### src/rtl/slc3_mem_pkg.sv
// Shared types and default sizing for the SLC-3 memory port arbiter.
// Optional round-robin arbitration in mem_port_arbiter is enabled by MEM_ARB_RR_EN.
package slc3_mem_pkg;

    typedef enum logic [1:0] {
        IDLE   = 2'd0,
        ACCESS = 2'd1,
        DONE   = 2'd2
    } arb_state_t;

    typedef enum logic {
        REQ_CPU = 1'b0,
        REQ_IO  = 1'b1
    } req_id_t;

    localparam int MEM_WAIT_DEF = 3;
    localparam int AW_DEF       = 16;
    localparam int DW_DEF       = 16;

endpackage

### src/rtl/mem_port_arbiter.sv
// Two-port arbiter for the single SLC-3 memory port: grant, MEM_WAIT access cycles, done pulse.
// Define MEM_ARB_RR_EN for round-robin arbitration; default is fixed CPU priority.
module mem_port_arbiter
    import slc3_mem_pkg::*;
#(
    parameter int MEM_WAIT = MEM_WAIT_DEF,
    parameter int AW       = AW_DEF,
    parameter int DW       = DW_DEF
) (
    input  logic          clk,
    input  logic          reset,
    input  logic          cpu_req,
    input  logic          cpu_we,
    input  logic [AW-1:0] cpu_addr,
    input  logic [DW-1:0] cpu_wdata,
    output logic [DW-1:0] cpu_rdata,
    output logic          cpu_done,
    input  logic          io_req,
    input  logic          io_we,
    input  logic [AW-1:0] io_addr,
    input  logic [DW-1:0] io_wdata,
    output logic [DW-1:0] io_rdata,
    output logic          io_done,
    output logic          mem_ena,
    output logic          mem_we,
    output logic [AW-1:0] mem_addr,
    output logic [DW-1:0] mem_wdata,
    input  logic [DW-1:0] mem_rdata,
    output logic          busy
);

    localparam logic [3:0] LAST_CNT = 4'(MEM_WAIT - 1);

    arb_state_t    state_q, state_d;
    logic [3:0]    cnt_q, cnt_d;
    req_id_t       id_q, id_d;
    logic          we_q, we_d;
    logic [AW-1:0] addr_q, addr_d;
    logic [DW-1:0] wdata_q, wdata_d;
    logic [DW-1:0] cpu_rdata_q, cpu_rdata_d;
    logic [DW-1:0] io_rdata_q, io_rdata_d;
    logic          cpu_done_q, cpu_done_d;
    logic          io_done_q, io_done_d;
    logic          mem_ena_q, mem_ena_d;
    logic          mem_we_q, mem_we_d;
    logic          busy_q, busy_d;
    req_id_t       grant_s;
`ifdef MEM_ARB_RR_EN
    req_id_t       last_grant_q, last_grant_d;
`endif

    // Pick the winner among the currently pending requesters.
    always_comb begin
`ifdef MEM_ARB_RR_EN
        if (cpu_req && io_req) begin
            grant_s = (last_grant_q == REQ_CPU) ? REQ_IO : REQ_CPU;
        end else if (cpu_req) begin
            grant_s = REQ_CPU;
        end else begin
            grant_s = REQ_IO;
        end
`else
        if (cpu_req) begin
            grant_s = REQ_CPU;
        end else begin
            grant_s = REQ_IO;
        end
`endif
    end

    // Next-state and next-output computation for the transaction sequencer.
    always_comb begin
        state_d     = state_q;
        cnt_d       = cnt_q;
        id_d        = id_q;
        we_d        = we_q;
        addr_d      = addr_q;
        wdata_d     = wdata_q;
        cpu_rdata_d = cpu_rdata_q;
        io_rdata_d  = io_rdata_q;
        cpu_done_d  = 1'b0;
        io_done_d   = 1'b0;
        mem_ena_d   = 1'b0;
        mem_we_d    = 1'b0;
`ifdef MEM_ARB_RR_EN
        last_grant_d = last_grant_q;
`endif
        case (state_q)
            IDLE: begin
                if (cpu_req || io_req) begin
                    id_d      = grant_s;
                    we_d      = (grant_s == REQ_CPU) ? cpu_we    : io_we;
                    addr_d    = (grant_s == REQ_CPU) ? cpu_addr  : io_addr;
                    wdata_d   = (grant_s == REQ_CPU) ? cpu_wdata : io_wdata;
                    cnt_d     = 4'd0;
                    mem_ena_d = 1'b1;
                    mem_we_d  = we_d;
                    state_d   = ACCESS;
`ifdef MEM_ARB_RR_EN
                    last_grant_d = grant_s;
`endif
                end else begin
                    state_d = IDLE;
                end
            end
            ACCESS: begin
                if (cnt_q == LAST_CNT) begin
                    // Data is captured while the address is still presented.
                    if (!we_q && (id_q == REQ_CPU)) begin
                        cpu_rdata_d = mem_rdata;
                    end else if (!we_q) begin
                        io_rdata_d = mem_rdata;
                    end else begin
                        cpu_rdata_d = cpu_rdata_q;
                    end
                    cpu_done_d = (id_q == REQ_CPU);
                    io_done_d  = (id_q == REQ_IO);
                    cnt_d      = 4'd0;
                    state_d    = DONE;
                end else begin
                    cnt_d     = cnt_q + 4'd1;
                    mem_ena_d = 1'b1;
                    mem_we_d  = we_q;
                end
            end
            DONE: begin
                state_d = IDLE;
            end
            default: begin
                state_d = IDLE;
            end
        endcase
        busy_d = (state_d != IDLE);
    end

    // State and registered outputs; reset aborts any access at once.
    always_ff @(posedge clk or negedge reset) begin
        if (!reset) begin
            state_q     <= IDLE;
            cnt_q       <= 4'd0;
            id_q        <= REQ_CPU;
            we_q        <= 1'b0;
            addr_q      <= {AW{1'b0}};
            wdata_q     <= {DW{1'b0}};
            cpu_rdata_q <= {DW{1'b0}};
            io_rdata_q  <= {DW{1'b0}};
            cpu_done_q  <= 1'b0;
            io_done_q   <= 1'b0;
            mem_ena_q   <= 1'b0;
            mem_we_q    <= 1'b0;
            busy_q      <= 1'b0;
`ifdef MEM_ARB_RR_EN
            last_grant_q <= REQ_IO;
`endif
        end else begin
            state_q     <= state_d;
            cnt_q       <= cnt_d;
            id_q        <= id_d;
            we_q        <= we_d;
            addr_q      <= addr_d;
            wdata_q     <= wdata_d;
            cpu_rdata_q <= cpu_rdata_d;
            io_rdata_q  <= io_rdata_d;
            cpu_done_q  <= cpu_done_d;
            io_done_q   <= io_done_d;
            mem_ena_q   <= mem_ena_d;
            mem_we_q    <= mem_we_d;
            busy_q      <= busy_d;
`ifdef MEM_ARB_RR_EN
            last_grant_q <= last_grant_d;
`endif
        end
    end

    assign cpu_rdata = cpu_rdata_q;
    assign io_rdata  = io_rdata_q;
    assign cpu_done  = cpu_done_q;
    assign io_done   = io_done_q;
    assign mem_ena   = mem_ena_q;
    assign mem_we    = mem_we_q;
    assign mem_addr  = addr_q;
    assign mem_wdata = wdata_q;
    assign busy      = busy_q;

endmodule

### config.mk
export PLATFORM = sky130hd
export DESIGN_NAME = mem_port_arbiter
export DESIGN_NICKNAME = d
export VERILOG_FILES = /design/src/rtl/slc3_mem_pkg.sv /design/src/rtl/mem_port_arbiter.sv
export SDC_FILE = /design/constraint.sdc
export NUM_CORES = 1
export LEC_CHECK = 0
export CAP_MARGIN = 20
export CORE_MARGIN = 5
export CORE_UTILIZATION = 45
export DETAILED_ROUTE_END_ITERATION = 8
export PLACE_DENSITY = 0.94
export SYNTH_ARGS = -nofsm -noshare
export SYNTH_HDL_FRONTEND = slang
export SYNTH_SLANG_ARGS = --single-unit
### constraint.sdc
create_clock -name clk -period 3.2 [get_ports clk]
set_input_delay 0.64 -clock clk [delete_from_list [all_inputs] [get_ports clk]]
set_output_delay 0.64 -clock clk [all_outputs]
set_load 0.01 [all_outputs]
* After elaboration in Yosys (flattened, before gate mapping)
Cells that the tools add are included.
Word-level totals: register bits 77, input bits 86, output and inout bits 69, logic and storage cells 50
Operators by class: add/subtract/negate cells 1, equal/unequal tests 3, multiplexer cells 20, bitwise gates (word level) 3, reduce and logical (&&, ||, !) cells 10
Operators with widths (count):
- 2-to-1 mux 16 bit | 2
- 2-to-1 mux 1 bit | 11
- 2-to-1 mux 4 bit | 2
- one-hot mux 4 bit (2 select lines) | 1
- adder 4 x 1 -> 4 bit (second input constant) | 1
- equality test 4 x 2 -> 1 bit (second input constant) | 1
- one-hot mux 1 bit (2 select lines) | 2
- one-hot mux 2 bit (2 select lines) | 1
- AND reduction 2 bit | 2
- AND reduction 4 bit | 1
- nonzero test 2 bit | 2
- NOT 1 bit | 3
- AND reduction 3 bit | 1
- equality test 2 x 1 -> 1 bit (second input constant) | 1
- zero test 2 bit | 1
- 2-to-1 mux 2 bit | 1
- != test 2 bit (second input constant) | 1
- logical AND 1 bit | 1
- zero test 1 bit | 1
- logical OR 1 bit | 1

* Depth between registers and ports, before layout
Gate-level depths: netlist (run 1).
depth in word-level cells 4, depth in mapped cells 8, depth with buffers taken out 5

* Worst setup path before layout (run 1)
OpenSTA, ideal clock, no wires.
path type register to register, start point register cnt_q[0], end point register io_rdata_q[10], in the netlist io_rdata[10], arrival time 2.024 ns, data required time 3.075 ns, slack 1.051 ns, stages on the path, launching flop included 9, buffers on the path 3, clock period less this slack 2.149 ns, path through dfrtp_1 -> inv_1 -> ha_1 -> or3b_1 -> buf_2 -> or4_4 -> buf_6 -> buf_12 -> mux2_4
On the way: cells in the longest elaborated chain, start to end 2
Ends and longest elaborated chain:
- from (decl) | RTL line mem_port_arbiter.sv:35 | logic [3:0] cnt_q, cnt_d;
- from (signal assigned) | RTL line mem_port_arbiter.sv:157 | cnt_q <= cnt_d;
- equality test 4 x 2 -> 1 bit | RTL line mem_port_arbiter.sv:107 | if (cnt_q == LAST_CNT) begin
- AND reduction 4 bit (no line)
- to (signal assigned) | RTL line mem_port_arbiter.sv:146 | io_rdata_q <= {DW{1'b0}};
- to (signal assigned) | RTL line mem_port_arbiter.sv:163 | io_rdata_q <= io_rdata_d;
- to (decl) | RTL line mem_port_arbiter.sv:41 | logic [DW-1:0] io_rdata_q, io_rdata_d;
No other way between the ends. A chain may end at the register's enable or synchronous reset.

* Worst setup path after layout (run 1)
start point register cnt_q[0], end point register io_rdata_q[9], in the netlist io_rdata[9]
The elaborated chain is that of the path after synthesis.

==> reports/results.txt, run 1 <==
Initial drt markers: 45
CP max stage cell: or4_4
Predominant post-synthesis flop cell: dfrtp_1
Gate Count Post-Synth: 222
CP Cell Sequence: inv_1 > ha_1 > or3b_1 > or4_4 > mux2_4
Max Cap Violations: 0
GPL Wtd Cong: 0.695
TritonCTS Buffers: 9
R2r startpoint: cnt_q[0]
DIE AREA: 9300 um2
Syn nets: 310
FP Rows: 31
Crit end category: register
Deepest clock path buffer count: 2
Die H: 96.4 um
Register area share after synthesis: 57.3%
Arr. time, crit path: 2.45 ns
Diode count: 0
Clock Pin Slew Worst Setup and Hold Paths: 0.08 ns
Routed WL: 8500 um
I/O pin cnt: 155
DR vias: 2354
Top post-synthesis cells by area: dfrtp_1 57%, mux2_2 29%, mux2_4 4.5%
Setup TNS: 0 ns
Max incr delay on CP: 0.63 ns
Share of synthesized flip-flops with an asynchronous set or reset: 100%
Port bufs: 154
Final design utilization: 72.0%
Hold Crit Class: in -> async
Netlist Area Pre-Place: 3360 um2
CP Class: reg -> reg
Die W: 96.4 um
Leakage: 2.20 nW
Yosys top cell area share: 57.3%
Post-layout min period: 2.23 ns
Delay-heaviest family, CP: simple AND/OR/NAND/NOR gates
Vias/cell: 4.88
Initial Utilization: 46.4%
Post-CTS Hold Buffers: 0
Antenna violations before repair: 1
Number of detailed-route iterations in the first pass: 4
# setup viols final: 0
Leading area contributor after synthesis: dfrtp_1
Count leader, synth: mux2_2
Critical R2R Capture: io_rdata[9]
CTS resizes: 0
Post-synth EDFFs: 0
Post-DP HPWL: 6750 um
Setup WS post-layout: 0.975 ns
Maximum vdd ir drop: 0.518 mV
Fin. Hold Viols: 0
Worst EP required: 3.42 ns
Pre-CTS setup slack: 0.965 ns
Worst slew pin tran: 0.934 ns
Largest net degree at the start of global routing: 78
PwrDens: 903 nW/um2
CTS H-Tree Depth: 3
Clk root buf: clkbuf_8
Startpoint Class: register
RSZ-0062 raised after global routing: no
Worst Skew: 0.00826 ns
Grt ovf: 0
Final Max Tran Viols: 0
Avg Synthesized Cell Area: 15.1 um2
Clk_lat worst skew: 0.34 ns
Final period utilization: 69.5%
R2r worst-path depth: 5
Fraction of layout cells with a size suffix above 1: 30.5%
Post-CTS setup buffer count: 0
Most frequent cells after synthesis: 86 x mux2_2, 77 x dfrtp_1, 10 x mux2_4
Nets: 467
Detailed-route DRC error count: 0
Core ar.: 7250 um2
Number of synthesis warnings: 0
Vias in the first global route: 2494
Post-route antenna net violation count: 0
Status: finished clean
Routed WL per cell: 17.6 um
FMAX: 0.449 GHz
Layout Area Growth over Synthesis: 55.3%
Crit Path Max Fanout: 16
Max_slew headroom: 37.7%
Reg-to-reg setup timing slack: 0.97 ns
TritonCTS clock tree: built
Yosys cell types: 26
Worst Path Buf+Inv: 1
First-pass GRT wire length: 12800 um
#FFs+latches synth: 77
All-Layer GR Usage: 18.5%
Sink Count: 77
-- metrics by stage --
step,power (W),hold WS (ns),std cells,area (um2)
2_1_floorplan,0.00269,0.344,222,3360
3_3_place_gp,0.00382,0.488,467,4990
3_5_place_dp,0.00393,0.492,467,4990
4_1_cts,0.00478,0.465,482,5220
5_1_grt,0.00498,0.511,482,5220
6_report,0.00471,0.442,482,5220
-- power breakdown --
part | leakage [nW] | internal (W) | switching, W
sequential | 0.925 | 0.00145 | 0.000276
clock | 0.116 | 0.000511 | 0.000329
combinational | 1.16 | 0.00135 | 0.000790
-- kinds of logic after synthesis --
logic type,after synthesis,synth area share (%)
AOI/OAI and AO/OA,13,2.12
xor gates and xnor gates,1,0.261
adders and majority gates,2,0.744
buffers and inverters,15,2.53
DFF,77,57.3
muxes,98,33.9
and+or+nand+nor,16,3.16
-- cell usage in the layout, fill, tap and decap left out, types with 2 or more instances in the layout --
cell             count
a21oi_1              2
buf_4                4
bufinv_16            3
clkbuf_8             9
clkdlybuf4s50_1    153
clkinv_2             2
dfrtp_1             77
ha_1                 2
inv_1                3
mux2_2              86
mux2_4              10
mux2i_1              2
nand2_1              2
nand2b_1             2
nor2_1               3
nor3_1               3
o21ai_0              8
-- registers in the layout, indices dropped and copies added, names as in the netlist, 2 cells and up --
register   count
mem_addr      16
state_q        2
cpu_rdata     16
io_rdata      16
mem_wdata     16
cnt_q          4
-- cell type report --
| class | count | area (um2) |
|---|---|---|
| timing repair buffer | 158 | 1580 |
| sequential | 77 | 1930 |
| tap | 99 | 124 |
| multi-input combinational | 130 | 1350 |
| clock buffer | 10 | 128 |
| fill | 514 | 2030 |
| clock inverter | 5 | 100 |
| inverter | 3 | 11.3 |
-- worst max-delay path by stage --
stage	from	to	depth (start not counted)
after global routing	cnt_q[0]	io_rdata[9]	5
final	cnt_q[0]	io_rdata[9]	5
after global placement	cpu_req	mem_wdata[12]	4
after detailed placement	cpu_req	mem_wdata[11]	4
after floorplan	cnt_q[0]	io_rdata[10]	8
after CTS	cnt_q[0]	io_rdata[9]	5
-- per-layer routing --
metal  global-route usage [%]  vias up  part of all wire [%]
met5                        0        -                  0.15
li1                         -     1102                     -
met2                     35.2       82                    55
met1                     18.9     1156                    36
met4                     6.54        2                   1.5
met3                     5.81       12                   7.7
-- worst register-to-register path: stages, from the launching register on --
cell,delay (ns)
dfrtp_1,0.42
inv_1,0.08
ha_1,0.14
or3b_1,0.47
or4_4,0.63
mux2_4,0.36
No activity file was read; power rests on OpenSTA's default activity.
==> run 2, diff against run 1 <==
--- a/config.mk
+++ b/config.mk
@@ -7,9 +7,9 @@
 export LEC_CHECK = 0
 export CAP_MARGIN = 20
 export CORE_MARGIN = 5
-export CORE_UTILIZATION = 45
+export CORE_UTILIZATION = 37
 export DETAILED_ROUTE_END_ITERATION = 8
-export PLACE_DENSITY = 0.94
+export PLACE_DENSITY = 0.84
 export SYNTH_ARGS = -nofsm -noshare
 export SYNTH_HDL_FRONTEND = slang
 export SYNTH_SLANG_ARGS = --single-unit
==> constraint.sdc (replaced) <==
create_clock -name clk -period 1.95 [get_ports clk]
set_input_delay 0.39 -clock clk [delete_from_list [all_inputs] [get_ports clk]]
set_output_delay 0.39 -clock clk [all_outputs]
set_load 0.01 [all_outputs]
==> reports/results.txt, run 2 (same netlist as run 1, synthesis figures left out) <==
Sink Count: 77 (unchanged)
Status: complete, but fails checks (was finished clean)
Pre-CTS setup slack: -0.0427 ns (was 0.965 ns)
Routed WL: 8490 um (was 8500 um)
Leakage: 2.23 nW (was 2.20 nW)
DIE AREA: 11100 um2 (was 9300 um2)
Area of the multi-input gates: 1360 um2 (was 1350 um2)
Worst slew pin tran: 0.489 ns (was 0.934 ns)
Layout Area Growth over Synthesis: 57.8% (was 55.3%)
Delay-heaviest family, CP: simple AND/OR/NAND/NOR gates (unchanged)
CP Cell Sequence: inv_1 > ha_1 > or3b_4 > or4_4 > mux2_4 (was inv_1 > ha_1 > or3b_1 > or4_4 > mux2_4)
Setup WS post-layout: -0.0720 ns (was 0.975 ns)
Post-layout min period: 2.02 ns (was 2.23 ns)
Crit Path Max Fanout: 8 (was 16)
Psw: 0.00244 W (was 0.00140 W)
DP Area: 5100 um2 (was 4990 um2)
Max_slew headroom: 67.4% (was 37.7%)
FMAX: 0.495 GHz (was 0.449 GHz)
Routed WL per cell: 16.9 um (was 17.6 um)
Worst EP required: 2.19 ns (was 3.42 ns)
TritonCTS Buffers: 9 (unchanged)
Min Hold Slack: -0.00280 ns (was 0.442 ns)
Most frequent cells in the layout: 152 x clkdlybuf4s50_1, 86 x mux2_2, 77 x dfrtp_1 (was 153 x clkdlybuf4s50_1, 86 x mux2_2, 77 x dfrtp_1)
Initial drt markers: 53 (was 45)
Non-filler cells in the finished layout: 502 (was 482)
Arr. time, crit path: 2.26 ns (was 2.45 ns)
Crit end category: register (unchanged)
Clk root buf: clkbuf_8 (unchanged)
Largest net degree at the start of global routing: 38 (was 78)
Post-CTS Hold Buffers: 0 (unchanged)
All-Layer GR Usage: 15.4% (was 18.5%)
Fin. Hold Viols: 2 (was 0)
PwrDens: 1440 nW/um2 (was 903 nW/um2)
Port bufs: 154 (unchanged)
First-pass GRT wire length: 13800 um (was 12800 um)
Clock Pin Slew Worst Setup and Hold Paths: 0.10 ns (was 0.08 ns)
Vias/cell: 4.80 (was 4.88)
Nets: 477 (was 467)
Clk_lat worst skew: 0.35 ns (was 0.34 ns)
Post-route antenna net violation count: 0 (unchanged)
FILL cells: 720 (was 514)
Share of total power in sequential cells: 36.9% (was 36.7%)
Maximum vdd ir drop: 0.716 mV (was 0.518 mV)
Power Total: 0.00762 W (was 0.00471 W)
Worst Path Buf+Inv: 1 (unchanged)
Area occupied by registers: 1930 um2 (unchanged)
Placed cell count: 485 (was 467)
Comb pwr share: 48.0% (was 45.5%)
Post-CTS setup buffer count: 0 (unchanged)
Deepest clock path buffer count: 2 (unchanged)
Worst Skew: 0.00950 ns (was 0.00826 ns)
Die H: 105 um (was 96.4 um)
Grt ovf: 0 (unchanged)
Final Max Tran Viols: 0 (unchanged)
Die W: 105 um (was 96.4 um)
GPL Wtd Cong: 0.710 (was 0.695)
Initial Utilization: 38.2% (was 46.4%)
CP Class: reg -> reg (unchanged)
Fraction of layout cells with a size suffix above 1: 33.2% (was 30.5%)
Post-DP HPWL: 6440 um (was 6750 um)
I/O pin cnt: 155 (unchanged)
Commonest non-fill, non-tap cell in the layout: clkdlybuf4s50_1 (unchanged)
# setup viols final: 25 (was 0)
Final Cell Area: 5300 um2 (was 5220 um2)
TritonCTS clock tree: built (unchanged)
Failing checks: hold timing, setup timing
Startpoint Class: register (unchanged)
Diode count: 0 (unchanged)
Pint: 0.00519 W (was 0.00332 W)
CTS H-Tree Depth: 3 (unchanged)
Antenna violations before repair: 0 (was 1)
Reg-to-reg setup timing slack: -0.07 ns (was 0.97 ns)
Detailed-route DRC error count: 0 (unchanged)
Max Cap Violations: 0 (unchanged)
FP Rows: 34 (was 31)
Core ar.: 8810 um2 (was 7250 um2)
Max incr delay on CP: 0.63 ns (about the same)
Hold Crit Class: in -> async (unchanged)
DR vias: 2410 (was 2354)
Vias in the first global route: 2771 (was 2494)
Net Sw Frac: 32.0% (was 29.6%)
Clock power share: 15.1% (was 17.8%)
Final period utilization: 104% (was 69.5%)
RSZ-0062 raised after global routing: yes (was no)
CP max stage cell: or4_4 (unchanged)
Number of detailed-route iterations in the first pass: 4 (unchanged)
run 2: cell types whose count changed in the layout (fill, tap and decap cells not counted), sizes merged:
cell           before  now
clkbuf             10    9
buf                 5   15
clkinvlp            0    2
clkinv              2    0
inv                 3    8
clkdlybuf4s50     153  152
or4                 1    2
bufinv              3    0
run 2: layer usage:
metal	wire length (um)	GRT usage [%]	part of all wire, %	up-vias
li1	-	-	-	1132
met1	3380	18.1	40	1195
met2	4430	26.5	52	73
met3	606	5.44	7.1	10
met4	75	4.50	0.88	0
met5	0	0	0	-
run 2: area by class of cell:
| cell class | instances | area share, % |
|---|---|---|
| multi-input cells | 131 | 25.7 |
| flip-flops and latches | 77 | 36.3 |
| clock buffers | 9 | 2.34 |
| well taps | 108 | 2.55 |
| repair buffers | 167 | 31.7 |
| clock inverters | 7 | 1.16 |
| inverters | 3 | 0.212 |
run 2: stage by stage:
stage | utilization [%] | TNS (ns)
after floorplan | - | -2.73
after global placement | 58.0 | 0
after detailed placement | 58.0 | -0.592
after CTS | 60.1 | -0.709
after global routing | 60.2 | -2.36
final | 60.2 | -1.04
run 2: final timing paths:
kind	endpoint	from	cells past startpoint
min reg2reg	mem_addr[13]	mem_addr[13]	1
max	io_rdata[7]	cnt_q[0]	5
max reg2reg	io_rdata[7]	cnt_q[0]	5
min	mem_addr[5]	reset	1
max in group asynchronous	mem_wdata[6]	reset	2
min in group clk	id_q	cpu_req	2
run 2: worst reg2reg max path: stages, from the launching register on:
cell	delay [ns]
dfrtp_1	0.38
inv_1	0.06
ha_1	0.13
or3b_4	0.39
or4_4	0.63
mux2_4	0.34
run 2: timing repair:
item	in CTS	in global routing
setup endpoints to repair	32	32
cloned	0	1
gates resized for setup	0	2
pin swaps	0	1
hold endpoints to repair	0	0
run 2: power by group through the flow:
stage,combinational (W),sequential (W),clock (W)
global route,0.00391,0.00293,0.00127
global placement,0.00359,0.00281,0
floorplan,0.00127,0.00315,0
CTS,0.00370,0.00282,0.00120
detailed placement,0.00368,0.00284,0
finish,0.00366,0.00281,0.00115
==> run 3, diff against run 2 <==
--- a/config.mk
+++ b/config.mk
@@ -6,10 +6,12 @@
 export NUM_CORES = 1
 export LEC_CHECK = 0
 export CAP_MARGIN = 20
+export CORE_ASPECT_RATIO = 0.9
 export CORE_MARGIN = 5
 export CORE_UTILIZATION = 37
 export DETAILED_ROUTE_END_ITERATION = 8
 export PLACE_DENSITY = 0.84
+export RECOVER_POWER = 100
 export SYNTH_ARGS = -nofsm -noshare
 export SYNTH_HDL_FRONTEND = slang
 export SYNTH_SLANG_ARGS = --single-unit
==> reports/results.txt, run 3 (same netlist as run 1, synthesis figures left out) <==
Sink Count: 77 (unchanged)
Layout Area Growth over Synthesis: 58.4% (was 57.8%)
Maximum vdd ir drop: 0.617 mV (was 0.716 mV)
Clock Pin Slew Worst Setup and Hold Paths: 0.09 ns (was 0.10 ns)
Non-filler cells in the finished layout: 514 (was 502)
Worst slew pin tran: 0.818 ns (was 0.489 ns)
DIE AREA: 11100 um2 (about the same)
Post-layout min period: 2.00 ns (was 2.02 ns)
Met3 WL: 655 um (was 606 um)
Initial Utilization: 37.4% (was 38.2%)
Final Cell Area: 5330 um2 (was 5300 um2)
All-Layer GR Usage: 15.8% (was 15.4%)
PwrDens: 1430 nW/um2 (was 1440 nW/um2)
Placed cell count: 496 (was 485)
Hold Crit Class: in -> reg (was in -> async)
Clk root buf: clkbuf_8 (unchanged)
CTS H-Tree Depth: 3 (unchanged)
Crit Path Max Fanout: 8 (unchanged)
Routed WL: 8700 um (was 8490 um)
Net Sw Frac: 31.8% (was 32.0%)
Final design utilization: 59.2% (was 60.2%)
Psw: 0.00243 W (was 0.00244 W)
DR vias: 2476 (was 2410)
Crit end category: register (unchanged)
Startpoint Class: register (unchanged)
Pre-CTS setup slack: -0.0766 ns (was -0.0427 ns)
Pint: 0.00519 W (about the same)
First-pass GRT wire length: 14000 um (was 13800 um)
Max_slew headroom: 45.5% (was 67.4%)
Setup WS post-layout: -0.0524 ns (was -0.0720 ns)
Min Hold Slack: 0.332 ns (was -0.00280 ns)
Worst Skew: 0.0152 ns (was 0.00950 ns)
CP Class: reg -> reg (unchanged)
FMAX: 0.499 GHz (was 0.495 GHz)
GPL Wtd Cong: 0.695 (was 0.710)
DR WL met2: 4710 um (was 4430 um)
Worst EP required: 2.17 ns (was 2.19 ns)
Number of detailed-route iterations in the first pass: 4 (unchanged)
Met1 WL: 3220 um (was 3380 um)
Die H: 100 um (was 105 um)
Highest Signal Layer: met4 (unchanged)
Status: complete, but fails checks (unchanged)
Clk_lat worst skew: 0.35 ns (about the same)
Leakage: 2.24 nW (was 2.23 nW)
Diode count: 0 (unchanged)
Final period utilization: 103% (was 104%)
Final Max Tran Viols: 0 (unchanged)
Fraction of layout cells with a size suffix above 1: 32.7% (was 33.2%)
Grt ovf: 0 (unchanged)
Post-route antenna net violation count: 0 (unchanged)
FP Rows: 33 (was 34)
Vias/cell: 4.82 (was 4.80)
Max Cap Violations: 0 (unchanged)
Clock power share: 16.2% (was 15.1%)
Routed WL per cell: 16.9 um (about the same)
RSZ-0062 raised after global routing: yes (unchanged)
TritonCTS Buffers: 9 (unchanged)
Port bufs: 154 (unchanged)
Initial drt markers: 47 (was 53)
Share of total power in sequential cells: 37.1% (was 36.9%)
Commonest non-fill, non-tap cell in the layout: clkdlybuf4s50_1 (unchanged)
Comb pwr share: 46.6% (was 48.0%)
Die W: 110 um (was 105 um)
Vias in the first global route: 2742 (was 2771)
Core ar.: 9000 um2 (was 8810 um2)
Most frequent cells in the layout: 120 x clkdlybuf4s50_1, 85 x mux2_2, 77 x dfrtp_1 (was 152 x clkdlybuf4s50_1, 86 x mux2_2, 77 x dfrtp_1)
# setup viols final: 32 (was 25)
Antenna violations before repair: 0 (unchanged)
DP Area: 5100 um2 (about the same)
Post-DP HPWL: 6500 um (was 6440 um)
TritonCTS clock tree: built (unchanged)
Deepest clock path buffer count: 2 (unchanged)
Arr. time, crit path: 2.23 ns (was 2.26 ns)
Fin. Hold Viols: 0 (was 2)
Detailed-route DRC error count: 0 (unchanged)
Nets: 475 (was 477)
I/O pin cnt: 155 (unchanged)
FILL cells: 749 (was 720)
Failing checks: setup timing (was hold timing, setup timing)
Largest net degree at the start of global routing: 45 (was 38)
==> run 3: changes by cell type in the layout (fill, tap and decap cells not counted), sizes merged <==
cell / delta
dlygate4sd3: +33
inv: -2
buf: -6
bufinv: +1
clkbuf: +3
clkdlybuf4s50: -32
clkinvlp: +1
==> run 3: cell type report <==
| type | count | area (um2) | area share [%] |
|---|---|---|---|
| clock inverters | 7 | 81.3 | 1.53 |
| inverters | 3 | 11.3 | 0.211 |
| flip-flops and latches | 77 | 1930 | 36.2 |
| well taps | 122 | 153 | 2.87 |
| clock buffers | 9 | 124 | 2.33 |
| repair buffers | 165 | 1650 | 31.0 |
| multi-input cells | 131 | 1380 | 25.9 |
==> run 3: power groups by stage <==
| stage | logic (W) | clock network [W] | registers, W |
|---|---|---|---|
| CTS | 0.00373 | 0.00129 | 0.00284 |
| detailed placement | 0.00366 | 0 | 0.00285 |
| global placement | 0.00357 | 0 | 0.00281 |
| floorplan | 0.00127 | 0 | 0.00315 |
| finish | 0.00355 | 0.00124 | 0.00283 |
| global route | 0.00381 | 0.00135 | 0.00293 |
==> run 3: final timing paths <==
check,startpoint,endpoint,slack [ns],cells past startpoint
setup / recovery,cnt_q[0],io_rdata[0],-0.05,5
hold reg to reg,mem_wdata[11],mem_wdata[11],0.50,1
min in group asynchronous,reset,io_rdata[8],0.66,2
max in group asynchronous,reset,mem_addr[12],0.23,3
hold / removal,cpu_req,id_q,0.33,2
setup reg to reg,cnt_q[0],io_rdata[0],-0.05,5
==> run 3: repair_timing <==
item                                    4_1_cts  5_1_grt
pin swaps                                     3        1
hold buffers                                  1        0
endpoints found under the setup margin       32       32
gates cloned                                  1        0
buffers inserted                              0        0
resized for setup                             5        2
hold endpoints to repair                     33        0
==> run 3: per-layer routing <==
metal  up-vias  global-route usage [%]
met2        95                    28.4
met3         8                    6.99
met4         0                    4.64
met1      1254                    16.9
li1       1119                       -
met5         -                       0
==> run 3: metrics by stage <==
step / TNS [ns] / total power [W]
after CTS: -1.83 / 0.00786
final: -0.972 / 0.00762
after global routing: -2.33 / 0.00809
after floorplan: -2.73 / 0.00442
after global placement: 0 / 0.00638
after detailed placement: -1.18 / 0.00651
==> run 3: worst max-delay path: stages (launching register included) <==
cell	delay, ns
dfrtp_1	0.40
inv_2	0.08
ha_4	0.12
or3b_4	0.40
or4_4	0.54
mux2_4	0.34
